File: src/rtl/refill_arbiter.sv
// Shares one AXI-style burst read channel between the icache and dcache refill ports.
// Bursts are LINE_BEATS x 32-bit INCR reads, packed into one line returned to the granted side.
module refill_arbiter #(
    parameter int unsigned LINE_BEATS = 4,
    parameter int unsigned ARLEN_VAL  = 3
) (
    input  logic                     clk,
    input  logic                     rst,
    // icache refill port
    input  logic                     i_ren,
    input  logic [31:0]              i_raddr,
    output logic                     i_rrdy,
    output logic                     i_ren_received,
    output logic                     i_rvalid,
    output logic [LINE_BEATS*32-1:0] i_rdata,
    output logic                     i_flush_flag_valid,
    // dcache refill port
    input  logic                     d_ren,
    input  logic [31:0]              d_raddr,
    output logic                     d_rrdy,
    output logic                     d_ren_received,
    output logic                     d_rvalid,
    output logic [LINE_BEATS*32-1:0] d_rdata,
    // AXI read address channel
    output logic [31:0]              araddr,
    output logic [7:0]               arlen,
    output logic [2:0]               arsize,
    output logic [1:0]               arburst,
    output logic                     arvalid,
    input  logic                     arready,
    // AXI read data channel
    input  logic [31:0]              rdata,
    input  logic                     rvalid,
    input  logic                     rlast,
    output logic                     rready
);

    localparam int unsigned LINE_W = LINE_BEATS * 32;
    localparam int unsigned BEAT_W = (LINE_BEATS > 1) ? $clog2(LINE_BEATS) : 1;
    localparam logic [BEAT_W-1:0] BEAT_MAX = BEAT_W'(LINE_BEATS - 1);

    typedef enum logic [1:0] {
        IDLE  = 2'd0,
        AR    = 2'd1,
        RDATA = 2'd2,
        RESP  = 2'd3
    } state_t;

    state_t              state_q, state_nxt;
    logic                grant_d_q, grant_d_nxt;
    logic                last_d_q, last_d_nxt;
    logic [BEAT_W-1:0]   beat_q, beat_nxt;
    logic [LINE_W-1:0]   line_q, line_nxt, line_wr;
    logic                rrdy_q, rrdy_nxt;
    logic                pick_d;

    logic [31:0]         araddr_nxt;
    logic                arvalid_nxt, rready_nxt;
    logic                i_rec_nxt, d_rec_nxt, i_rv_nxt, d_rv_nxt, i_flush_nxt;
    logic [LINE_W-1:0]   i_rdata_nxt, d_rdata_nxt;

    assign arlen   = 8'(ARLEN_VAL);
    assign arsize  = 3'b010;
    assign arburst = 2'b01;
    assign i_rrdy  = rrdy_q;
    assign d_rrdy  = rrdy_q;

    // Current line with the incoming beat dropped into its slot (slot saturates at the top).
    always_comb begin
        line_wr = line_q;
        for (int k = 0; k < int'(LINE_BEATS); k++) begin
            if (beat_q == BEAT_W'(k)) begin
                line_wr[32*k +: 32] = rdata;
            end
        end
    end

    // Next-state and next-output logic.
    always_comb begin
        state_nxt   = state_q;
        grant_d_nxt = grant_d_q;
        last_d_nxt  = last_d_q;
        beat_nxt    = beat_q;
        line_nxt    = line_q;
        araddr_nxt  = araddr;
        arvalid_nxt = arvalid;
        rready_nxt  = rready;
        i_rec_nxt   = 1'b0;
        d_rec_nxt   = 1'b0;
        i_rv_nxt    = 1'b0;
        d_rv_nxt    = 1'b0;
        i_rdata_nxt = i_rdata;
        d_rdata_nxt = d_rdata;
        i_flush_nxt = i_flush_flag_valid;
        pick_d      = 1'b0;

        case (state_q)
            IDLE: begin
                if (i_ren || d_ren) begin
                    // Round-robin on a tie: favour the side that did not win last time.
                    pick_d      = d_ren && (!i_ren || !last_d_q);
                    grant_d_nxt = pick_d;
                    last_d_nxt  = pick_d;
                    araddr_nxt  = pick_d ? d_raddr : i_raddr;
                    arvalid_nxt = 1'b1;
                    line_nxt    = '0;
                    state_nxt   = AR;
                end
            end
            AR: begin
                if (arvalid && arready) begin
                    arvalid_nxt = 1'b0;
                    rready_nxt  = 1'b1;
                    beat_nxt    = '0;
                    i_rec_nxt   = !grant_d_q;
                    d_rec_nxt   = grant_d_q;
                    if (!grant_d_q) begin
                        i_flush_nxt = 1'b1;
                    end
                    state_nxt   = RDATA;
                end
            end
            RDATA: begin
                if (rvalid && rready) begin
                    line_nxt = line_wr;
                    beat_nxt = (beat_q == BEAT_MAX) ? beat_q : beat_q + BEAT_W'(1);
                    if (rlast) begin
                        rready_nxt = 1'b0;
                        state_nxt  = RESP;
                        if (grant_d_q) begin
                            d_rv_nxt    = 1'b1;
                            d_rdata_nxt = line_wr;
                        end else begin
                            i_rv_nxt    = 1'b1;
                            i_rdata_nxt = line_wr;
                            i_flush_nxt = 1'b0;
                        end
                    end
                end
            end
            RESP: begin
                state_nxt = IDLE;
            end
            default: begin
                state_nxt = IDLE;
            end
        endcase

        rrdy_nxt = (state_nxt == IDLE);
    end

    // State and registered outputs.
    always_ff @(posedge clk or negedge rst) begin
        if (!rst) begin
            state_q            <= IDLE;
            grant_d_q          <= 1'b0;
            last_d_q           <= 1'b1;
            beat_q             <= '0;
            line_q             <= '0;
            rrdy_q             <= 1'b1;
            araddr             <= '0;
            arvalid            <= 1'b0;
            rready             <= 1'b0;
            i_ren_received     <= 1'b0;
            d_ren_received     <= 1'b0;
            i_rvalid           <= 1'b0;
            d_rvalid           <= 1'b0;
            i_rdata            <= '0;
            d_rdata            <= '0;
            i_flush_flag_valid <= 1'b0;
        end else begin
            state_q            <= state_nxt;
            grant_d_q          <= grant_d_nxt;
            last_d_q           <= last_d_nxt;
            beat_q             <= beat_nxt;
            line_q             <= line_nxt;
            rrdy_q             <= rrdy_nxt;
            araddr             <= araddr_nxt;
            arvalid            <= arvalid_nxt;
            rready             <= rready_nxt;
            i_ren_received     <= i_rec_nxt;
            d_ren_received     <= d_rec_nxt;
            i_rvalid           <= i_rv_nxt;
            d_rvalid           <= d_rv_nxt;
            i_rdata            <= i_rdata_nxt;
            d_rdata            <= d_rdata_nxt;
            i_flush_flag_valid <= i_flush_nxt;
        end
    end

endmodule

File: config.mk
export PLATFORM = sky130hd
export DESIGN_NAME = refill_arbiter
export DESIGN_NICKNAME = d
export VERILOG_FILES = /design/src/rtl/refill_arbiter.sv
export SDC_FILE = /design/constraint.sdc
export NUM_CORES = 1
export LEC_CHECK = 0
export CORE_UTILIZATION = 54
export DETAILED_ROUTE_END_ITERATION = 16
export GPL_ROUTABILITY_DRIVEN = 0
export PLACE_DENSITY = 0.84
export SETUP_SLACK_MARGIN = 0.15
export SYNTH_ARGS = -nofsm -noshare
export SYNTH_HDL_FRONTEND = slang
export SYNTH_SLANG_ARGS = --single-unit
File: constraint.sdc
create_clock -name clk -period 3.6 [get_ports clk]
set_input_delay 0.54 -clock clk [delete_from_list [all_inputs] [get_ports clk]]
set_output_delay 0.54 -clock clk [all_outputs]
set_load 0.02 [all_outputs]
==> qor.yml <==
clocking:
  post_cts_buffers: 0
  cts_tree: "yes"
  htree_levels: 2
  clk_path_buf_depth: 3
  postCtsHoldBufs: 0
  root_buffer: "clkbuf_16"
  numCtsBuffers: 43
  clkSinkCount: 430
  cts.repair.resized: 0
  clkTransAtPathRegs_ps: 60
  clk_latency_ps: 540
timing:
  hold_viol: 0
  timing.fmax_mhz: 416.8
  fin_ws_ps: 1201
  slew_viol_final: 0
  max_slew.worst_pin.slew_ps: 866.2
  setup_tns_ps: 0
  grt_setup_unrepaired: "no"
  period_minus_slack_ps: 2399
  slew_headroom: 0.4225
  fin_worst_skew_ps: 22.19
  post-route-period-util: 0.6664
  final-setup-viol-count: 0
floorplan:
  core_area_um2: 32620
  io-pin-count: 413
  die_h_um: 184.5
  dieArea_um2: 34040
  fp.dieW_um: 184.5
  num_rows: 66
  start_util: 0.5514
synthesis:
  ys_seq_elements: 430
  syn_area_um2: 17980
  yosys_warnings: 0
  synth_largest_area_cell: "dfrtp_1"
  synth_ff_type: "dfrtp_1"
  yosysTopAreaCellShare: 0.5955
  synth_area_per_cell_um2: 15.60
  synth.top_cells.by_count: "428 x dfrtp_1, 340 x mux2_2, 128 x a22o_1, 111 x mux2_1, 35 x buf_2"
  synth.most_common_cell: "dfrtp_1"
  syn_inst: 1153
  async_flop_share: 1.000
  yosysSeqAreaShare: 0.5984
  synthTopCellsByArea: "dfrtp_1 60%, mux2_2 21%, mux2_1 7.0%"
  synth-edff-count: 0
  ys_types: 33
worst_setup_path:
  slowest_stage: "a211o_2"
  timing.rr.start: "beat_q[0]$_DFFE_PN0P_"
  crit_path_start: "beat_q[0]$_DFFE_PN0P_"
  critPathMaxFanout: 32
  start_kind: "flip-flop"
  arrival_ps: 2800
  rrSetupSlack_ps: 1200
  worst-setup-path-type: "flip-flop to flip-flop"
  cp_cell_sequence: "inv_1 -> ha_2 -> nand3_1 -> a211o_2 -> a22o_1"
  r2r-end: "line_q[9]$_DFFE_PN0P_"
  required_ps: 4000
  reg2regPathDepth: 5
  max_stage_delay_ps: 650
  cp-end-kind: "flip-flop"
final_layout:
  regArea_um2: 10760
  multi_input_area_um2: 6606
  syn2layout_area_growth_pct: 31.02
  drive_gt1_frac: 0.2832
  nets: 1644
  diodes: 0
  stdcell_count: 2010
  final_core_util: 0.7224
  final_area_um2: 23560
  fillers: 2136
power_and_ir_drop:
  vdd_drop_max_mv: 0.5877
  p_leak_nw: 11.06
  p_per_area_nw_per_um2: 764.3
global_route:
  antenna_found_initial: 0
  grt_pass1_wl_um: 70550
  grtUsageMet3: 0.06580
  grt_pass1_vias: 12245
  top_usage_layer: "met2"
  overflow: 0
  grt_max_degree: 81
  grt.met2_usage: 0.4392
  grt.met1_usage: 0.3513
  grt_use_total: 0.2696
min_path:
  holdCritPathClass: "primary input to asynchronous set/reset pin"
outcome:
  status: "complete, no violations"
place:
  placed_area_um2: 22190
  dp_hpwl_um: 29420
  post-place-ws_ps: 861.0
  port_buffers: 399
  dp_cells: 1934
routing:
  vias: 11263
  ant_nets: 0
  vias_per_cell: 5.603
  drt_first_pass_iters: 5
  drt-total-wl_um: 44740
  dr.first_iter.drc_count: 721
  routedWlPerCell_um: 22.26
  route.detailed.drc: 0
flow_run:
  drv_cap: 0
-- through the flow --
stage,hold slack (ps),total power [mW]
after floorplan,244.4,10.52
after global placement,466.4,13.55
after detailed placement,473.9,13.72
after CTS,22.92,18.15
after global routing,57.79,18.81
final,23.86,18.01
-- worst max-delay path: cells and delay by family, from the launching register on --
family / cells / cell delay (ps)
AOI/OAI and AO/OA: 2 / 1010
adders and majority gates: 1 / 530
buffers and inverters: 1 / 110
DFF: 1 / 430
and+or+nand+nor: 1 / 140
-- layout make-up --
class | instances | area share
Timing Repair Buffer | 422 | 0.1802
Multi-Input combinational cell | 635 | 0.2804
Sequential cell | 430 | 0.4568
Clock inverter | 7 | 0.002549
Inverter | 5 | 0.0007965
Tap cell | 442 | 0.02347
Clock buffer | 69 | 0.05586
-- flip-flops by register name, indices dropped and copies added, names as in the netlist --
signal,cells
grant_d_q,1
d_rvalid,1
araddr,32
i_flush_flag_valid,1
state_q,2
i_rdata,128
d_ren_received,1
d_rdata,128
i_rvalid,1
arvalid,1
rready,1
beat_q,2
d_rrdy,1
line_q,128
last_d_q,1
i_ren_received,1
-- kinds of logic after synthesis --
| logic type | share of synthesized area |
|---|---|
| DFF | 0.5984 |
| xor gates and xnor gates | 0.0004871 |
| and+or+nand+nor | 0.009183 |
| other | 0.0004176 |
| AOI/OAI and AO/OA | 0.06734 |
| adders and majority gates | 0.002783 |
| muxes | 0.2829 |
| buffers and inverters | 0.03840 |
-- report_power, final --
group	leakage, nW	switching (mW)	internal, mW	total (mW)
Sequential	5.84	0.741	6.04	6.78
Clock	0.681	1.79	2.56	4.35
Combinational	4.54	3.49	3.39	6.88
Total	11.1	6.02	12.0	18.0
-- cell usage in the layout, fill, tap and decap left out, types with 10 or more instances in the layout --
cell / Yosys / routed
dfrtp_1: 428 / 428
clkdlybuf4s50_1: 0 / 398
buf_4: 15 / 17
mux2_1: 111 / 111
conb_1: 2 / 13
clkbuf_16: 0 / 45
clkbuf_1: 21 / 14
mux2_2: 340 / 340
a22o_1: 128 / 128
clkbuf_8: 0 / 10
-- worst max-delay path by stage --
stage	endpoint	slack, ps	depth (start not counted)
global placement	d_rdata[5]$_DFFE_PN0P_	940	5
floorplan	d_rdata[66]$_DFFE_PN0P_	1650	6
finish	line_q[9]$_DFFE_PN0P_	1200	5
global route	line_q[40]$_DFFE_PN0P_	1110	5
CTS	line_q[39]$_DFFE_PN0P_	1170	5
detailed placement	d_rdata[7]$_DFFE_PN0P_	860	5
-- routing by layer --
layer / vias to the layer above / part of all wire
li1: 4952 / -
met1: 5790 / 0.41
met2: 428 / 0.49
met3: 93 / 0.073
met4: 0 / 0.034
met5: - / 0
Power figures use the tool's default switching activity.
==> RTL change 1: new RTL, same settings <==
Put one more register stage on the output `i_flush_flag_valid`, cleared by the reset. The value now appears one clock later. The other outputs are not delayed to match.
--- a/src/rtl/refill_arbiter.sv
+++ b/src/rtl/refill_arbiter.sv
@@ -46,6 +46,8 @@
         RESP  = 2'd3
     } state_t;
 
+    logic i_flush_flag_valid_s0;
+
     state_t              state_q, state_nxt;
     logic                grant_d_q, grant_d_nxt;
     logic                last_d_q, last_d_nxt;
@@ -91,7 +93,7 @@
         d_rv_nxt    = 1'b0;
         i_rdata_nxt = i_rdata;
         d_rdata_nxt = d_rdata;
-        i_flush_nxt = i_flush_flag_valid;
+        i_flush_nxt = i_flush_flag_valid_s0;
         pick_d      = 1'b0;
 
         case (state_q)
@@ -167,7 +169,7 @@
             d_rvalid           <= 1'b0;
             i_rdata            <= '0;
             d_rdata            <= '0;
-            i_flush_flag_valid <= 1'b0;
+            i_flush_flag_valid_s0 <= 1'b0;
         end else begin
             state_q            <= state_nxt;
             grant_d_q          <= grant_d_nxt;
@@ -184,9 +186,17 @@
             d_rvalid           <= d_rv_nxt;
             i_rdata            <= i_rdata_nxt;
             d_rdata            <= d_rdata_nxt;
-            i_flush_flag_valid <= i_flush_nxt;
+            i_flush_flag_valid_s0 <= i_flush_nxt;
         end
     end
 
+    always_ff @(posedge clk or negedge rst) begin
+        if (!rst) begin
+            i_flush_flag_valid <= '0;
+        end else begin
+            i_flush_flag_valid <= i_flush_flag_valid_s0;
+        end
+    end
+
 endmodule
 
Function: not settled (the Yosys comparison gave no result); the edit may change what the design does.
==> RTL change 1 against the unedited design <==
  * The run now ends with hold timing left
  * Worst hold slack lost 41 ps
  * Wire length grew 14%
  * Synthesized area grew 7.2%
  * Worst setup slack lost 230 ps
  * Design area grew 5.1%
  * Sequential cell count grew 1
  * Critical endpoint is now line_q[14]
Power is not compared: it rests on default switching activity, and its combinational part moved more than twofold at a synthesized area within 25%.
==> RTL change 1: results <==
outcome:
  outcome: "complete, but fails checks"
  failed_checks: "hold timing"
hold_path:
  timing.hold.worst.class: "in -> async"
grt:
  met1_usage_pct: 37.9
  vias_in_the_first_global_route: 13300
  globalRouteMet3Util_pct: 5.73
  gr-usage-all-layers_pct: 28.5
  grt.met2_usage_pct: 46.8
  global_route_wire_length_before_repair_microns: 79600
  maximum_number_of_pins_on_one_net_before_global_route_repair: 84
timing:
  relSlewSlack_pct: 12.9
  final_hold_vios: 9
  max_freq_ghz: 0.380
  skew_ps: 12.0
  finalHoldWorstSlack_ps: -17.1
  slew_violations: 0
logic_synthesis:
  synth-compound-area-share_pct: 7.07
  post_synth_num_cell_types: 36
  synth.area.top_cells: "sky130_fd_sc_hd__dfrtp_1 56%, sky130_fd_sc_hd__mux2_4 16%, sky130_fd_sc_hd__mux2_2 13%"
  post_synth_most_frequent_cells: "429 x sky130_fd_sc_hd__dfrtp_1, 217 x sky130_fd_sc_hd__mux2_2, 200 x sky130_fd_sc_hd__mux2_4"
  synthMuxAreaShare_pct: 28.3
  yosys.area_share.xor_xnor_pct: 0
  synth_adder_area_share_pct: 0.260
  async_flop_share_pct: 100
  synth-seq-area-share_pct: 56.0
critical_path:
  cp_data_arrival_time_ps: 3100
  r2r-end: "line_q[14]"
  critical-path-slowest-cell: "sky130_fd_sc_hd__and2_2"
  rrSetupSlack_ps: 970
  critical-path-top-delay-family: "simple AND/OR/NAND/NOR gates"
  worst_path_largest_cell_delay_ps: 790
routing:
  met2_wirelength_microns: 24900
  vias: 12300
  detail_route.wl_per_cell_microns: 23.6
  detailroute.wirelength.met3_microns: 3210
  drt-met1-wl_microns: 21200
  detail_route.first_pass.iterations: 6
  first_iter_violations: 789
clock_tree:
  cts_repair_resize_count: 0
  cts_made_buffers: 44
placed_design:
  dp_hpwl_microns: 33500
  port_buffers: 399
  preCtsSetupSlack_ps: 666
layout:
  fillers: 2251
  design.final.nets: 1777
  final_layout_size_suffix_gt1_share_pct: 31.2
-- RTL change 1: per-stage QoR --
stage	total power [mW]	instances	instance area (sq um)
4_1_cts	9.66	2152	24800
2_1_floorplan	5.02	1304	19300
3_3_place_gp	5.28	2079	23400
6_report	9.58	2152	24800
5_1_grt	9.88	2152	24800
3_5_place_dp	5.29	2079	23400
-- RTL change 1: power groups by stage --
| stage | clock [mW] | combinational (mW) | sequential (mW) |
|---|---|---|---|
| after floorplan | 0 | 0.0823 | 4.93 |
| after global placement | 0 | 0.352 | 4.93 |
| after detailed placement | 0 | 0.360 | 4.93 |
| after CTS | 4.46 | 0.362 | 4.84 |
| after global routing | 4.65 | 0.389 | 4.84 |
| final | 4.38 | 0.355 | 4.84 |
-- RTL change 1: layout make-up --
class / count / area share (%)
inverter: 37 / 0.561
tap: 455 / 2.30
sequential: 431 / 43.6
multi-input combinational: 729 / 30.5
timing repair buffer: 427 / 17.6
clock inverter: 11 / 0.364
clock buffer: 62 / 5.13
==> RTL change 2: new RTL, config.mk and constraints unchanged <==
Made on the original files. Change the parameter `LINE_BEATS` from 4 to 8.
--- a/src/rtl/refill_arbiter.sv
+++ b/src/rtl/refill_arbiter.sv
@@ -1,7 +1,7 @@
 // Shares one AXI-style burst read channel between the icache and dcache refill ports.
 // Bursts are LINE_BEATS x 32-bit INCR reads, packed into one line returned to the granted side.
 module refill_arbiter #(
-    parameter int unsigned LINE_BEATS = 4,
+    parameter int unsigned LINE_BEATS = 8,
     parameter int unsigned ARLEN_VAL  = 3
 ) (
     input  logic                     clk,
Interface: changed (resized d_rdata and i_rdata); port bits go from 413 to 669. No check against the original RTL was run, so the function may have changed too.
==> RTL change 2 against the unedited design <==
  * Die area rose by 94%
  * Design area rose by 93%
  * Utilization fell by 1.7 points
  * Largest power group is now registers
  * First-iteration DRC count rose to 2.8 times the old value
  * Critical endpoint is now i_rdata[193]
  * Total power rose by 72%
  * Sequential cell count rose by 385
  * Wire length rose by 130%
  * Worst setup slack got worse by 280 ps
  * Cell count rose by 100%
  * Synthesized area rose by 95%
  * Critical path type unchanged
  * Critical path depth rose by 1
==> RTL change 2: results <==
critical_path:
  critical_path_peak_fanout: 21
  critical-path-slowest-cell: "sky130_fd_sc_hd__nand2_2"
  worst_path_largest_cell_delay_ps: 540
  critical-path-top-delay-family: "multiplexers"
  cp_data_arrival_time_ps: 3180
  cp.required_ps: 4110
  r2r-end: "i_rdata[193]"
  rrSetupSlack_ps: 920
layout:
  num_antenna_cells: 4
  non_clock_buffer_share_pct: 16.3
  final_layout_size_suffix_gt1_share_pct: 23.0
  inv_count: 161
  area_growth_pct: 29.6
  largestRegisters: "d_rdata (256), i_rdata (256), line_q (256)"
  comb.multi_input.count: 1395
  multiInputGateArea_sq_um: 13100
  design.final.nets: 3298
  seq_area_share_pct: 44.9
  post_layout_nonfiller_instances: 4113
  fillers: 4177
placed_design:
  inst_count_dp: 3959
  placed_cell_area_sq_um: 42500
  preCtsSetupSlack_ps: 734
logic_synthesis:
  synth.area.top_cells: "sky130_fd_sc_hd__dfrtp_1 58%, sky130_fd_sc_hd__mux2_2 16%, sky130_fd_sc_hd__mux2i_1 7.9%"
  synth-seq-area-share_pct: 58.2
  post_synth_num_cell_types: 49
  avgSynthCellArea_sq_um: 13.5
routing:
  detailroute.wirelength.met3_microns: 8670
  drt-vias-per-instance: 5.88
  met2_wirelength_microns: 50000
  drt-met1-wl_microns: 42400
  routed_wirelength_microns: 105000
  routed.top_layer: "met5"
grt:
  vias_in_the_first_global_route: 25900
  antenna_violations_before_repair: 8
  maximum_number_of_pins_on_one_net_before_global_route_repair: 100
  gr-usage-all-layers_pct: 31.7
power_and_ir_drop:
  switching_share_pct: 33.9
  power_leakage_nw: 22.2
  vdd_drop_max_mv: 0.365
timing:
  finalHoldWorstSlack_ps: 485
floorplan:
  die_w_microns: 257
clock_tree:
  clock_latency_late_sink_ps: 630
  ctsHtreeMaxLevel: 3
  cts_made_buffers: 82
outcome:
  outcome: "complete, no violations"
==> RTL change 2: cell types whose count changed in the layout (fill, tap and decap cells not counted), sizes merged, moves of 12 or more <==
cell           unedited run  this run
clkdlybuf4s50           398       654
and3                      1        68
o21ai                     2       130
a211o                     4        60
clkbuf                   69       111
dfrtp                   428       813
mux2i                     1       277
mux2                    451       581
buf                      24        79
nor3                      3        60
inv                       5       164
clkinv                    6        18
==> RTL change 2: timing repair <==
item                                    CTS  global route
endpoints found under the setup margin    0             0
hold buffers                              1             0
endpoints found under the hold margin    44             0
==> RTL change 2: power by group through the flow <==
stage / combinational, mW / sequential [mW] / clock, mW
after detailed placement: 9.75 / 12.2 / 0
after global routing: 10.4 / 12.2 / 9.52
after global placement: 9.50 / 12.1 / 0
after CTS: 9.84 / 12.0 / 9.16
final: 9.83 / 12.0 / 9.07
after floorplan: 3.67 / 13.4 / 0
==> RTL change 2: cell families after synthesis <==
family                     count (synthesis)  synth area share [%]
muxes                                    858                  26.6
AOI/OAI and AO/OA                        349                  7.28
buffers and inverters                    390                  4.91
other                                      2                0.0214
adders and majority gates                  6                 0.214
and+or+nand+nor                          169                  2.80
DFF                                      815                  58.2
==> RTL change 2: metal layers <==
| metal | up-vias | global-route usage [%] |
|---|---|---|
| li1 | 10300 | - |
| met1 | 12600 | 41.4 |
| met2 | 1018 | 50.6 |
| met3 | 219 | 8.77 |
| met4 | 4 | 11.7 |
| met5 | - | 0 |
==> RTL change 2: worst reg2reg max path: stages (launching register included) <==
cell                      delay (ps)
sky130_fd_sc_hd__dfrtp_1         460
sky130_fd_sc_hd__inv_1           110
sky130_fd_sc_hd__ha_1            340
sky130_fd_sc_hd__nand2_2         540
sky130_fd_sc_hd__buf_4           400
sky130_fd_sc_hd__mux2_2          410
sky130_fd_sc_hd__mux2_1          310
